===== src/rtl/load_store_unit_pkg.sv =====
// Shared encodings for the load/store unit: funct3 access sizes and FSM states.
package load_store_unit_pkg;

   localparam int XLEN = 32;

   localparam logic [2:0] LSU_F3_B  = 3'b000;
   localparam logic [2:0] LSU_F3_H  = 3'b001;
   localparam logic [2:0] LSU_F3_W  = 3'b010;
   localparam logic [2:0] LSU_F3_BU = 3'b100;
   localparam logic [2:0] LSU_F3_HU = 3'b101;

   typedef enum logic [1:0] {
      LSU_ST_IDLE = 2'd0,
      LSU_ST_REQ  = 2'd1,
      LSU_ST_DONE = 2'd2
   } lsu_state_e;

endpackage


===== src/rtl/load_store_unit_align.sv =====
// Combinational lane logic: byte enables, store-data replication, legality check,
// and extraction/extension of the returned load word.
module lsu_align
   import load_store_unit_pkg::*;
(
   input  logic [2:0]      funct3_i,
   input  logic [1:0]      addr_lo_i,
   input  logic            is_store_i,
   input  logic [XLEN-1:0] st_data_i,
   input  logic [2:0]      ld_funct3_i,
   input  logic [1:0]      ld_lo_i,
   input  logic [XLEN-1:0] rd_data_i,
   output logic [3:0]      be_o,
   output logic [XLEN-1:0] wdata_o,
   output logic            bad_o,
   output logic [XLEN-1:0] ld_data_o
);

   logic [XLEN-1:0] shifted;
   logic [15:0]     half;

   always_comb begin
      be_o    = 4'b0000;
      wdata_o = '0;
      bad_o   = 1'b1;
      unique case (funct3_i)
         LSU_F3_B, LSU_F3_BU: begin
            be_o    = 4'b0001 << addr_lo_i;
            wdata_o = {4{st_data_i[7:0]}};
            bad_o   = is_store_i && (funct3_i == LSU_F3_BU);
         end
         LSU_F3_H, LSU_F3_HU: begin
            be_o    = addr_lo_i[1] ? 4'b1100 : 4'b0011;
            wdata_o = {2{st_data_i[15:0]}};
            bad_o   = addr_lo_i[0] || (is_store_i && (funct3_i == LSU_F3_HU));
         end
         LSU_F3_W: begin
            be_o    = 4'b1111;
            wdata_o = st_data_i;
            bad_o   = (addr_lo_i != 2'b00);
         end
         default: bad_o = 1'b1;
      endcase
   end

   // Byte lane is brought down to bit 0 before extension.
   assign shifted = rd_data_i >> {ld_lo_i, 3'b000};
   assign half    = ld_lo_i[1] ? rd_data_i[31:16] : rd_data_i[15:0];

   always_comb begin
      ld_data_o = '0;
      unique case (ld_funct3_i)
         LSU_F3_B:  ld_data_o = {{24{shifted[7]}}, shifted[7:0]};
         LSU_F3_BU: ld_data_o = {24'h0, shifted[7:0]};
         LSU_F3_H:  ld_data_o = {{16{half[15]}}, half};
         LSU_F3_HU: ld_data_o = {16'h0, half};
         LSU_F3_W:  ld_data_o = rd_data_i;
         default:   ld_data_o = '0;
      endcase
   end

endmodule


===== src/rtl/load_store_unit.sv =====
// Data-memory access stage: issues one word-aligned bus request per load/store,
// waits for ack with a timeout, and returns the extended load result.
module load_store_unit
   import load_store_unit_pkg::*;
#(
   parameter int DWIDTH  = 32,
   parameter int TIMEOUT = 16
) (
   input  logic              Clk,
   input  logic              Rst,
   input  logic [DWIDTH-1:0] LSU_Addr,
   input  logic [DWIDTH-1:0] LSU_Store_Data,
   input  logic [2:0]        LSU_Funct3,
   input  logic              LSU_Load,
   input  logic              LSU_Store,
   output logic [DWIDTH-1:0] LSU_Load_Data,
   output logic              LSU_Done,
   output logic              LSU_Stall,
   output logic              LSU_Fault,
   output logic              Mem_Req,
   output logic              Mem_We,
   output logic [DWIDTH-1:0] Mem_Addr,
   output logic [3:0]        Mem_Be,
   output logic [DWIDTH-1:0] Mem_Wdata,
   input  logic              Mem_Ack,
   input  logic [DWIDTH-1:0] Mem_Rdata
);

   localparam int            CW       = $clog2(TIMEOUT);
   localparam logic [CW-1:0] TMO_LAST = CW'(TIMEOUT - 1);

   lsu_state_e        state_q, state_d;
   logic [CW-1:0]     cnt_q;
   logic              we_q, tmo_q, flt_q;
   logic [DWIDTH-1:2] addr_q;
   logic [1:0]        lo_q;
   logic [2:0]        f3_q;
   logic [3:0]        be_q;
   logic [DWIDTH-1:0] wdata_q, ld_q;

   logic [3:0]        be_c;
   logic [DWIDTH-1:0] wdata_c, ld_ext;
   logic              bad_c, one_op, idle, accept, reject;

   lsu_align u_align (
      .funct3_i    (LSU_Funct3),
      .addr_lo_i   (LSU_Addr[1:0]),
      .is_store_i  (LSU_Store),
      .st_data_i   (LSU_Store_Data),
      .ld_funct3_i (f3_q),
      .ld_lo_i     (lo_q),
      .rd_data_i   (Mem_Rdata),
      .be_o        (be_c),
      .wdata_o     (wdata_c),
      .bad_o       (bad_c),
      .ld_data_o   (ld_ext)
   );

   assign one_op = LSU_Load ^ LSU_Store;
   assign idle   = (state_q == LSU_ST_IDLE);
   assign accept = idle && !Rst && one_op && !bad_c;
   assign reject = idle && ((LSU_Load && LSU_Store) || (one_op && bad_c));

   always_ff @(posedge Clk) begin
      if (Rst) state_q <= LSU_ST_IDLE;
      else     state_q <= state_d;
   end

   always_comb begin
      state_d = state_q;
      unique case (state_q)
         LSU_ST_IDLE: if (accept) state_d = LSU_ST_REQ;
         LSU_ST_REQ:  if (Mem_Ack || (cnt_q == TMO_LAST)) state_d = LSU_ST_DONE;
         LSU_ST_DONE: state_d = LSU_ST_IDLE;
         default:     state_d = LSU_ST_IDLE;
      endcase
   end

   always_ff @(posedge Clk) begin
      if (Rst) begin
         cnt_q   <= '0;
         we_q    <= 1'b0;
         tmo_q   <= 1'b0;
         flt_q   <= 1'b0;
         addr_q  <= '0;
         lo_q    <= 2'b00;
         f3_q    <= 3'b000;
         be_q    <= 4'b0000;
         wdata_q <= '0;
         ld_q    <= '0;
      end else begin
         flt_q <= reject;
         if (accept) begin
            we_q    <= LSU_Store;
            addr_q  <= LSU_Addr[DWIDTH-1:2];
            lo_q    <= LSU_Addr[1:0];
            f3_q    <= LSU_Funct3;
            be_q    <= be_c;
            wdata_q <= wdata_c;
            cnt_q   <= '0;
            tmo_q   <= 1'b0;
            ld_q    <= '0;
         end else if (state_q == LSU_ST_REQ) begin
            // An ack on the final allowed cycle still completes cleanly.
            if (Mem_Ack) begin
               if (!we_q) ld_q <= ld_ext;
            end else if (cnt_q == TMO_LAST) begin
               tmo_q <= 1'b1;
            end else begin
               cnt_q <= cnt_q + 1'b1;
            end
         end
      end
   end

   always_comb begin
      LSU_Stall     = accept || (state_q == LSU_ST_REQ);
      LSU_Done      = (state_q == LSU_ST_DONE);
      LSU_Fault     = flt_q || ((state_q == LSU_ST_DONE) && tmo_q);
      LSU_Load_Data = (state_q == LSU_ST_DONE) ? ld_q : '0;
      Mem_Req       = (state_q == LSU_ST_REQ);
      Mem_We        = Mem_Req && we_q;
      Mem_Addr      = Mem_Req ? {addr_q, 2'b00} : '0;
      Mem_Be        = Mem_Req ? be_q : 4'b0000;
      Mem_Wdata     = Mem_Req ? wdata_q : '0;
   end

endmodule

===== config.mk =====
export PLATFORM = sky130hd
export DESIGN_NAME = load_store_unit
export DESIGN_NICKNAME = d
export VERILOG_FILES = /design/src/rtl/load_store_unit_pkg.sv /design/src/rtl/load_store_unit_align.sv /design/src/rtl/load_store_unit.sv
export SDC_FILE = /design/constraint.sdc
export NUM_CORES = 1
export LEC_CHECK = 0
export CAP_MARGIN = 30
export CORE_MARGIN = 8
export CORE_UTILIZATION = 48
export DETAILED_ROUTE_END_ITERATION = 10
export PLACE_DENSITY = 0.86
export SLEW_MARGIN = 0
export SYNTH_ARGS = -nofsm -noshare
export SYNTH_HDL_FRONTEND = slang
export SYNTH_SLANG_ARGS = --single-unit

===== constraint.sdc =====
create_clock -name Clk -period 5.5 [get_ports Clk]
set_clock_uncertainty 0.1 [all_clocks]
set_input_delay 0.825 -clock Clk [delete_from_list [all_inputs] [get_ports Clk]]
set_output_delay 0.825 -clock Clk [all_outputs]
set_load 0.02 [all_outputs]

# After elaboration in Yosys (flattened, before gate mapping)
# Index checks and enable logic that the tools add are counted.
# classes
addsub	1
n_eq_ne	13
shifts	2
n_mux	13
bitwise	4
n_reduce_logical	28
# op_table
cell	n
32-bit case mux with 5 select lines	1
32-bit two-way mux	3
32-bit case mux with 3 select lines	1
32-bit by 5-bit right shift with 8-bit output	1
16-bit two-way mux	1
3-bit equality test (second input constant)	4
4-bit case mux with 3 select lines	1
1-bit logical AND	10
3-bit AND reduction	3
4-bit two-way mux	2
3-bit by 1-bit equality test with 1-bit output (second input constant)	2
3-bit by 2-bit equality test with 1-bit output (second input constant)	2
3-bit logical NOT	2
2-bit OR reduction	3
1-bit logical OR	5
4-bit by 1-bit adder with 4-bit output (second input constant)	1
4-bit equality test (second input constant)	1
2-bit two-way mux	2
2-bit by 1-bit != test with 1-bit output (second input constant)	2
2-bit case mux with 2 select lines	1
1-bit by 2-bit << shifter with 4-bit output (first input constant)	1
1-bit inverter	3
1-bit case mux with 3 select lines	1
2-bit by 1-bit equality test with 1-bit output (second input constant)	1
6 further kinds	7
# word_totals
regBits	112
output_inout_bits	105
wordCells	72

# Longest topological paths before layout
# Gate-level depths: netlist of the first run.
# logic_depth
depth_word	8
depth_mapped	8
mapped_depth_nobuf	5

# By module
# From an unflattened synthesis of the first run, not the netlist that was laid out.
# hier_totals
cells_unflattened	827
hier_area_um2	6427.4
# by_module_without_submodules
module	instances	cells_per_inst	area_each_um2	seq_area_each_um2
load_store_unit	1	626	5036.1	2242.2
lsu_align	1	201	1391.3	0.0

# Least setup slack after synthesis of the first run
# OpenSTA, ideal clock, no wires.
# synth_path
path_type	input-to-output
start	in LSU_Load
end	out LSU_Stall
arrival_time_ns	2.422
t_required_ns	4.575
setup_slack_ns	2.153
path_stages	7
path_buffers	3
path_cell_list	ha_1 -> or3b_2 -> clkbuf_1 -> a211o_1 -> clkbuf_1 -> buf_2 -> nand2_1
# synth_between
elab_chain_len	4
# synth_rtl
item	line_no	rtl
from (decl)	load_store_unit.sv:14	input logic LSU_Load,
1-bit XOR	load_store_unit.sv:59	assign one_op = LSU_Load ^ LSU_Store;
1-bit logical AND (2 in series)	load_store_unit.sv:61	assign accept = idle && !Rst && one_op && !bad_c;
1-bit logical OR	load_store_unit.sv:117	LSU_Stall = accept || (state_q == LSU_ST_REQ);
to (decl)	load_store_unit.sv:18	output logic LSU_Stall,
# No other way between the ends.

# Worst setup path in the final report of the first run
# layout_path
start	in LSU_Store
end	out LSU_Stall
# layout_between
elab_chain_len	6
# layout_rtl
item	line_no	rtl
from (decl)	load_store_unit.sv:15	input logic LSU_Store,
1-bit logical AND	load_store_unit_align.sv:35	bad_o = addr_lo_i[0] || (is_store_i && (funct3_i == LSU_F3_HU));
1-bit logical OR	load_store_unit_align.sv:35	
1-bit case mux with 3 select lines	load_store_unit_align.sv:26	unique case (funct3_i)
1-bit logical NOT	load_store_unit.sv:61	
1-bit logical AND (*)	load_store_unit.sv:61	
1-bit logical OR (*)	load_store_unit.sv:117	
# Mark *: on every way between the ends. The rest lies on a longest branch, timed or not.

==> results.yml, run 1 <==
sta:
  setup_viol_count_final: 0
  hold_viol: 0
  fin_crit_sh: 0.751
  period_needed_ps: 4130
  tightest_slew_ps: 1020
  finalSetupTns_ps: 0
  maxSlewHeadroom: 0.318
  fin_ws_ps: 1370
  slew_viol_final: 0
  fmax_ghz: 0.242
  rsz0062_at_grt: "no"
synthesis:
  synth_edf_count: 0
  yosys_warnings: 0
  synthesis.area_sq_um: 5520
  ys_seq_area_frac: 0.406
  yosys.cell_types.count: 50
  netlist_instances: 678
  syn_area_per_cell_sq_um: 8.14
  ys_ff_latch: 112
  synthArstFlopShare: 0
  ys.flop_type: "dfxtp_1"
floorplanning:
  core_sq_um: 11300
  die_w_um: 123
  ios: 209
  initial_utilization: 0.488
  die_area_sq_um: 15200
  rows: 39
  die_y_um: 123
cells_and_area:
  fillCellCount: 900
  synthToLayoutAreaGrowth_pct: 41.4
  layout-drive-gt1-share: 0.0426
  num_antenna_cells: 0
  final_cell_area_sq_um: 7800
  fin_nets: 949
global_routing:
  antenna_found_initial: 0
  grt_overflow_total: 0
  grt_pass1_wl_mm: 27.8
  grt_usage: 0.229
  grt_max_degree: 74
  grt_pass1_vias: 5545
placed_design:
  hpwl_mm: 13.3
  routabilityCongestion: 0.905
  place_ws_ps: 1370
  port_buffers: 206
  postPlaceCellArea_sq_um: 7530
route:
  vias_per_cell: 5.58
  drc: 0
  routed_wl_mm: 18.0
  dr_total_vias: 5515
  route.antenna.remaining_nets: 0
  first_pass_iters: 5
  routedWlPerCell_um: 18.2
  drt_iter0_markers: 407
setup_path:
  ff2ff_path_depth: 4
  arrival_ps: 3210
  critPathMostFrequentCell: "clkdlybuf4s50_1"
  critical-path-max-stage-delay_ps: 650
  crit_chain: "clkdlybuf4s50_1, ha_1, or3b_2, a211o_2, nand2_1, clkdlybuf4s50_1"
  worst-setup-path-type: "input port to output port"
  cp_data_required_time_ps: 4580
  path_max_fanout: 5
  r2r_slack_ps: 3010
  endpoint_kind: "output port"
  critPathSlowestCell: "clkdlybuf4s50_1"
  cp-start-kind: "input port"
clocking:
  cts_setup_buffers: 0
  postCtsHoldBufs: 0
  root_buffer: "clkbuf_16"
  cts_buffer_depth: 2
  cts_made_buffers: 9
  numClockSinks: 112
  h-tree-depth: 3
  clk_latency_ps: 340
  clkSlewWorstSetupHoldPaths_ps: 70
  tritoncts: "done"
  ctsResizeCount: 0
power:
  p_switching_w: 0.000418
  p_per_area_nw_per_um2: 220
  p_comb_frac: 0.144
  pwr-share-seq: 0.497
  sw_frac_of_total: 0.243
  p_int_w: 0.00130
  peakVddDrop_mv: 0.145
  p_clk_frac: 0.359
  power.leakage_nw: 2.78
hold_path:
  hp-class: "flop to flop"
  worst_hold_path.num_cells: 2
flow_run:
  max_cap_violations: 0
run_status:
  status: "finished clean"
sequential cells by signal, summed over array words and instances (netlist names):
signal   count
addr_q      30
be_q         4
cnt_q        4
f3_q         3
flt_q        1
ld_q        32
lo_q         2
state_q      2
tmo_q        1
wdata_q     32
we_q         1
stage by stage:
step / instances / hold slack (ps) / utilization / total power [W]
3_3_place_gp: 974 / 337 / 0.664 / 0.00111
5_1_grt: 989 / 375 / 0.689 / 0.00178
6_report: 989 / 351 / 0.689 / 0.00172
3_5_place_dp: 975 / 343 / 0.665 / 0.00112
2_1_floorplan: 679 / 332 / - / 0.000999
4_1_cts: 989 / 352 / 0.689 / 0.00173
worst paths after layout:
kind | endpoint | startpoint
worst max-delay path | LSU_Stall | LSU_Store
worst min-delay path | addr_q[29]$_SDFFE_PP0P_ | addr_q[29]$_SDFFE_PP0P_
worst max register to register | ld_q[3]$_SDFFE_PP0P_ | state_q[0]$_SDFFE_PP0P_
worst min register to register | addr_q[29]$_SDFFE_PP0P_ | addr_q[29]$_SDFFE_PP0P_
power groups by stage:
stage               Sequential [W]  Combinational [W]  Clock [W]
floorplan                 0.000864           0.000135          0
global placement          0.000870           0.000238          0
detailed placement        0.000872           0.000245          0
CTS                       0.000854           0.000246   0.000627
global route              0.000857           0.000267   0.000658
finish                    0.000854           0.000247   0.000617
placed cells by master, fill, tap and decap left out, types with 11 or more instances in the layout:
master,n
clkdlybuf4s50_1,205
a22oi_1,25
a211oi_1,24
and2_1,98
nand2_1,92
nor3_1,19
a22o_1,12
dfxtp_1,112
mux2i_1,18
nor2_1,53
nand2b_1,11
a21oi_1,65
synth_stat cells (5+ instances only):
library cell  number  share of area
a211oi_1          24          0.033
a211oi_2           7          0.016
a21oi_1           65          0.059
a22o_1            12          0.019
a22oi_1           25          0.034
a32o_1             6          0.011
and2_1            98           0.11
buf_2              5         0.0045
buf_6              9          0.018
clkbuf_1          46          0.031
dfxtp_1          112           0.41
inv_1              8         0.0054
mux2i_1           18          0.033
nand2_1           92          0.063
nand2b_1          11          0.012
nand3_1            9         0.0082
nand3b_1           5         0.0068
nor2_1            53          0.036
nor3_1            19          0.017
o21ai_0            5         0.0045
worst max-delay path, delay by kind of cell:
| family | cells | cell delay [ps] |
|---|---|---|
| and+or+nand+nor | 2 | 590 |
| adders and majority gates | 1 | 320 |
| buffers and inverters | 2 | 1120 |
| AOI/OAI and AO/OA | 1 | 350 |
kinds of logic (layout without fill, tap and decap cells):
kind of cell,Yosys count,in the layout,synth area share
simple gates,306,306,0.280
compound gates,166,166,0.210
flops,112,112,0.406
buf+inv,71,238,0.0633
mux,18,18,0.0326
fa+ha+maj,2,2,0.00453
xor+xnor,2,2,0.00317
other cells,1,2,0.000679
per-layer routing:
| layer | up-vias | track usage | routed length, um |
|---|---|---|---|
| met3 | 35 | 0.0767 | 1870 |
| li1 | 2655 | - | - |
| met2 | 222 | 0.389 | 8760 |
| met1 | 2603 | 0.258 | 6830 |
| met4 | 0 | 0.101 | 509 |
| met5 | - | 0 | 0 |
layout make-up:
cell class | instances | area, sq um | area share
Multi-Input combinational cell | 496 | 2940 | 0.377
Timing Repair Buffer | 216 | 2140 | 0.274
Clock buffer | 14 | 274 | 0.0351
Sequential cell | 112 | 2240 | 0.287
Inverter | 8 | 30.0 | 0.00385
Tap cell | 143 | 179 | 0.0229
(Power assumes the default switching activity.)
==> run 2: changes to the inputs <==
--- a/config.mk
+++ b/config.mk
@@ -7,9 +7,9 @@
 export LEC_CHECK = 0
 export CAP_MARGIN = 30
 export CORE_MARGIN = 8
-export CORE_UTILIZATION = 48
+export CORE_UTILIZATION = 45
 export DETAILED_ROUTE_END_ITERATION = 10
-export PLACE_DENSITY = 0.86
+export PLACE_DENSITY = 0.82
 export SLEW_MARGIN = 0
 export SYNTH_ARGS = -nofsm -noshare
 export SYNTH_HDL_FRONTEND = slang
==> constraint.sdc (replaced) <==
create_clock -name Clk -period 3.97 [get_ports Clk]
set_clock_uncertainty 0.1 [all_clocks]
set_input_delay 0.5955 -clock Clk [delete_from_list [all_inputs] [get_ports Clk]]
set_output_delay 0.5955 -clock Clk [all_outputs]
set_load 0.02 [all_outputs]
==> run 2 against run 1 <==
Against the previous run: combinational power rose by 40%; sequential cell count did not move; setup slack got worse by 1000 ps; via count fell by 0.33%; sequential power rose by 38%; register-to-register slack got worse by 1500 ps; wire length rose by 2.6%; power rose by 46%; cell count rose by 1.0%; critical endpoint unchanged; largest power group unchanged.
==> results.yml, run 2 (synthesis results as in run 1) <==
run_status:
  status: "finished clean"
power:
  p_int_w: 0.00190
  p_per_area_nw_per_um2: 319
  p_clk_frac: 0.393
  pwr-share-seq: 0.470
  peakVddDrop_mv: 0.191
  power.leakage_nw: 2.81
  finalPower_w: 0.00252
  sw_frac_of_total: 0.244
  p_comb_frac: 0.137
  p_switching_w: 0.000615
sta:
  fin_crit_sh: 0.917
  maxSlewHeadroom: 0.363
  fin_ws_ps: 331
  fmax_ghz: 0.275
  tightest_slew_ps: 955
  slew_viol_final: 0
  hold_viol: 0
  rsz0062_at_grt: "no"
  finalSetupTns_ps: 0
  hold-worst-slack_ps: 352
  setup_viol_count_final: 0
  period_needed_ps: 3640
hold_path:
  hp-class: "flop to flop"
  worst_hold_path.num_cells: 2
route:
  first_pass_iters: 5
  routedWlPerCell_um: 18.5
  routed_wl_mm: 18.4
  route.antenna.remaining_nets: 0
  dr_total_vias: 5497
  drt_iter0_markers: 422
  vias_per_cell: 5.50
  drc: 0
floorplanning:
  die_w_um: 127
  rows: 40
  initial_utilization: 0.459
  die_y_um: 127
  die_area_sq_um: 16100
  ios: 209
  core_sq_um: 12000
setup_path:
  r2r_start: "f3_q[1]$_SDFFE_PP0P_"
  cp_data_required_time_ps: 3270
  r2r-end: "ld_q[28]$_SDFFE_PP0P_"
  arrival_ps: 2940
  cp-start-kind: "input port"
  endpoint: "LSU_Stall"
  endpoint_kind: "output port"
  path_max_fanout: 5
  crit_start: "LSU_Store"
  worst-setup-path-type: "input port to output port"
  ff2ff_path_depth: 4
  r2r_slack_ps: 1460
cells_and_area:
  reg_top3: "ld_q: 32 flops, wdata_q: 32 flops, addr_q: 30 flops"
  fin_nets: 953
  layout-drive-gt1-share: 0.0505
  num_antenna_cells: 0
  mostFrequentLayoutCells: "clkdlybuf4s50_1 (205), dfxtp_1 (112), and2_1 (98)"
  final_common_cell: "clkdlybuf4s50_1"
  synthToLayoutAreaGrowth_pct: 43.1
  final_core_util: 0.658
global_routing:
  grt_usage: 0.221
  grt_overflow_total: 0
  antenna_found_initial: 1
  grt_pass1_wl_mm: 28.8
  grt_max_degree: 74
  grt_pass1_vias: 5630
clocking:
  clk_latency_ps: 340
  h-tree-depth: 3
  cts_buffer_depth: 2
  cts_made_buffers: 9
  ctsResizeCount: 0
  clkSlewWorstSetupHoldPaths_ps: 70
  tritoncts: "done"
  root_buffer: "clkbuf_16"
  numClockSinks: 112
  postCtsHoldBufs: 0
  cts_setup_buffers: 0
placed_design:
  place_ws_ps: 326
  port_buffers: 206
  routabilityCongestion: 0.866
  hpwl_mm: 13.8
flow_run:
  max_cap_violations: 0
[run 2: how the worst min path moves through the flow]
stage	from	endpoint	slack, ps
global placement	addr_q[25]$_SDFFE_PP0P_	addr_q[25]$_SDFFE_PP0P_	340
finish	addr_q[27]$_SDFFE_PP0P_	addr_q[27]$_SDFFE_PP0P_	350
detailed placement	addr_q[27]$_SDFFE_PP0P_	addr_q[27]$_SDFFE_PP0P_	340
floorplan	addr_q[10]$_SDFFE_PP0P_	addr_q[10]$_SDFFE_PP0P_	330
global route	addr_q[21]$_SDFFE_PP0P_	addr_q[21]$_SDFFE_PP0P_	370
CTS	addr_q[27]$_SDFFE_PP0P_	addr_q[27]$_SDFFE_PP0P_	350
[run 2: power groups by stage]
stage                     registers (W)  logic (W)  clock network, W
final                           0.00118   0.000346          0.000989
after global routing            0.00119   0.000373           0.00105
after CTS                       0.00118   0.000345          0.000996
after detailed placement        0.00121   0.000342                 0
after global placement          0.00121   0.000335                 0
after floorplan                 0.00120   0.000186                 0
[run 2: routing by layer]
metal  track usage  wire length (um)
met5             0                13
met1         0.238              7120
met3        0.0867              1790
met2         0.387              8990
met4        0.0798               522
[run 2: critical path: stages]
cell,delay [ps]
clkdlybuf4s50_1,460
ha_1,310
or3b_2,520
a211o_2,350
nand2_1,70
clkdlybuf4s50_1,640
[run 2: through the flow]
stage,std cells,instance area [sq um]
4_1_cts,999,7900
2_1_floorplan,679,5520
3_3_place_gp,983,7570
5_1_grt,999,7900
6_report,999,7900
3_5_place_dp,983,7570
[run 2: area by class of cell]
cell class / instances / area [sq um]
Fill cell: 1005 / 4110
Multi-Input combinational cell: 496 / 2940
Sequential cell: 112 / 2240
Timing Repair Buffer: 220 / 2170
Clock buffer: 11 / 243
Tap cell: 147 / 184
Clock inverter: 5 / 80.1
Inverter: 8 / 30.0
==> run 3: changes to the inputs <==
--- a/config.mk
+++ b/config.mk
@@ -9,7 +9,7 @@
 export CORE_MARGIN = 8
 export CORE_UTILIZATION = 45
 export DETAILED_ROUTE_END_ITERATION = 10
-export PLACE_DENSITY = 0.82
+export PLACE_DENSITY = 0.87
 export SLEW_MARGIN = 0
 export SYNTH_ARGS = -nofsm -noshare
 export SYNTH_HDL_FRONTEND = slang
==> run 3 against run 2 <==
Against the previous run: worst hold slack gained 1.7 ps; clock power shrank 12%; die area is the same; via count grew 0.15%; fmax shrank 0.45%; first-iteration DRC count shrank 11%; sequential power is essentially flat; critical endpoint unchanged; largest power group unchanged.
==> results.yml, run 3 (synthesis results as in run 1) <==
sta:
  fin_crit_sh: 0.921
  maxSlewHeadroom: 0.334
  period_needed_ps: 3660
  rsz0062_at_grt: "no"
  hold-worst-slack_ps: 353
  hold_viol: 0
  slew_viol_final: 0
  fmax_ghz: 0.274
  setup_viol_count_final: 0
  tightest_slew_ps: 998
  finalSetupTns_ps: 0
floorplanning:
  initial_utilization: 0.459
  die_y_um: 127
  die_area_sq_um: 16100
  die_w_um: 127
  core_sq_um: 12000
  rows: 40
  ios: 209
clocking:
  cts_setup_buffers: 0
  clk_latency_ps: 350
  tritoncts: "done"
  root_buffer: "clkbuf_16"
  numClockSinks: 112
  cts_made_buffers: 9
  clkSlewWorstSetupHoldPaths_ps: 70
  ctsResizeCount: 0
  cts_buffer_depth: 2
  postCtsHoldBufs: 0
  h-tree-depth: 3
cells_and_area:
  final_common_cell: "clkdlybuf4s50_1"
  final_core_util: 0.656
  num_antenna_cells: 0
  multi_input_area_sq_um: 2940
  reg_top3: "ld_q: 32 flops, wdata_q: 32 flops, addr_q: 30 flops"
  layout.cells.non_filler: 1002
  mostFrequentLayoutCells: "clkdlybuf4s50_1 (205), dfxtp_1 (112), and2_1 (98)"
  layout-drive-gt1-share: 0.0550
  fin_nets: 956
  regArea_sq_um: 2240
  fillCellCount: 1005
  synthToLayoutAreaGrowth_pct: 42.7
power:
  peakVddDrop_mv: 0.222
  p_per_area_nw_per_um2: 305
  finalPower_w: 0.00240
  power.leakage_nw: 2.81
route:
  routed_wl_mm: 17.7
  drc: 0
  drt_iter0_markers: 376
  first_pass_iters: 5
  vias_per_cell: 5.49
  routedWlPerCell_um: 17.7
  route.antenna.remaining_nets: 0
  dr_total_vias: 5505
setup_path:
  cp-start-kind: "input port"
  cp_data_required_time_ps: 3270
  crit_chain: "clkdlybuf4s50_1, ha_1, or3b_2, a211o_2, nand2_1, clkdlybuf4s50_1"
  path_delay_family: "buffers and inverters"
  arrival_ps: 2960
  critPathSlowestCell: "clkdlybuf4s50_1"
  critical-path-max-stage-delay_ps: 650
  path_max_fanout: 5
  critPathMostFrequentCell: "clkdlybuf4s50_1"
  path_buf_inv: 2
  worst-setup-path-type: "input port to output port"
  endpoint_kind: "output port"
  r2r_slack_ps: 1520
placed_design:
  dp.cells: 986
  routabilityCongestion: 0.879
  port_buffers: 206
  hpwl_mm: 13.2
hold_path:
  hp-class: "flop to flop"
global_routing:
  grt_use_met2: 0.351
  grtUsageMet3: 0.0926
  grt_overflow_total: 0
  grt_pass1_vias: 5305
  grt_max_degree: 74
  grt_usage: 0.212
  busiest_layer: "met2"
  grt_pass1_wl_mm: 27.4
  antenna_found_initial: 1
  use_met1: 0.235
run_status:
  status: "finished clean"
flow_run:
  max_cap_violations: 0
-- run 3: cell count changes in the layout (fill, tap and decap cells not counted) --
cell	before	now
buf_4	13	16
bufinv_16	2	0
clkbuf_1	1	0
clkbuf_8	1	0
clkinv_2	1	2
clkinv_4	0	1
clkinvlp_4	2	1
inv_6	0	3
-- run 3: path summary, 6_finish.rpt --
path	start	end	cells after the start
max reg2reg	f3_q[1]$_SDFFE_PP0P_	ld_q[21]$_SDFFE_PP0P_	4
min	addr_q[19]$_SDFFE_PP0P_	addr_q[19]$_SDFFE_PP0P_	2
min reg2reg	addr_q[19]$_SDFFE_PP0P_	addr_q[19]$_SDFFE_PP0P_	2
max	LSU_Store	LSU_Stall	6
-- run 3: metal layers --
metal  vias to the layer above  part of all wire
li1                       2673                 -
met1                      2575              0.39
met2                       227              0.48
met3                        28              0.11
met4                         2             0.023
met5                         -           0.00090
-- run 3: worst min-delay path, delay by kind of cell (launching register included) --
family / cells / cell delay [ps]
and+or+nand+nor: 1 / 50
DFF: 1 / 310
AOI/OAI and AO/OA: 1 / 50
-- run 3: power by group --
part	switching, W	total [W]	internal (W)
sequential	0.0000205	0.00118	0.00116
combinational	0.000175	0.000349	0.000174
clock	0.000442	0.000874	0.000432
total	0.000637	0.00240	0.00177
-- run 3: area by class of cell --
type	count	share of cell area
multi-input cells	496	0.374
inverters	8	0.00381
flip-flops and latches	112	0.285
well taps	147	0.0234
clock buffers	9	0.0286
repair buffers	223	0.279
clock inverters	7	0.00667
-- run 3: per-stage QoR --
stage	worst slack [ps]	instance area [sq um]
5_1_grt	224	7880
4_1_cts	297	7880
3_5_place_dp	298	7600
6_report	315	7880
2_1_floorplan	1080	5520
3_3_place_gp	327	7600
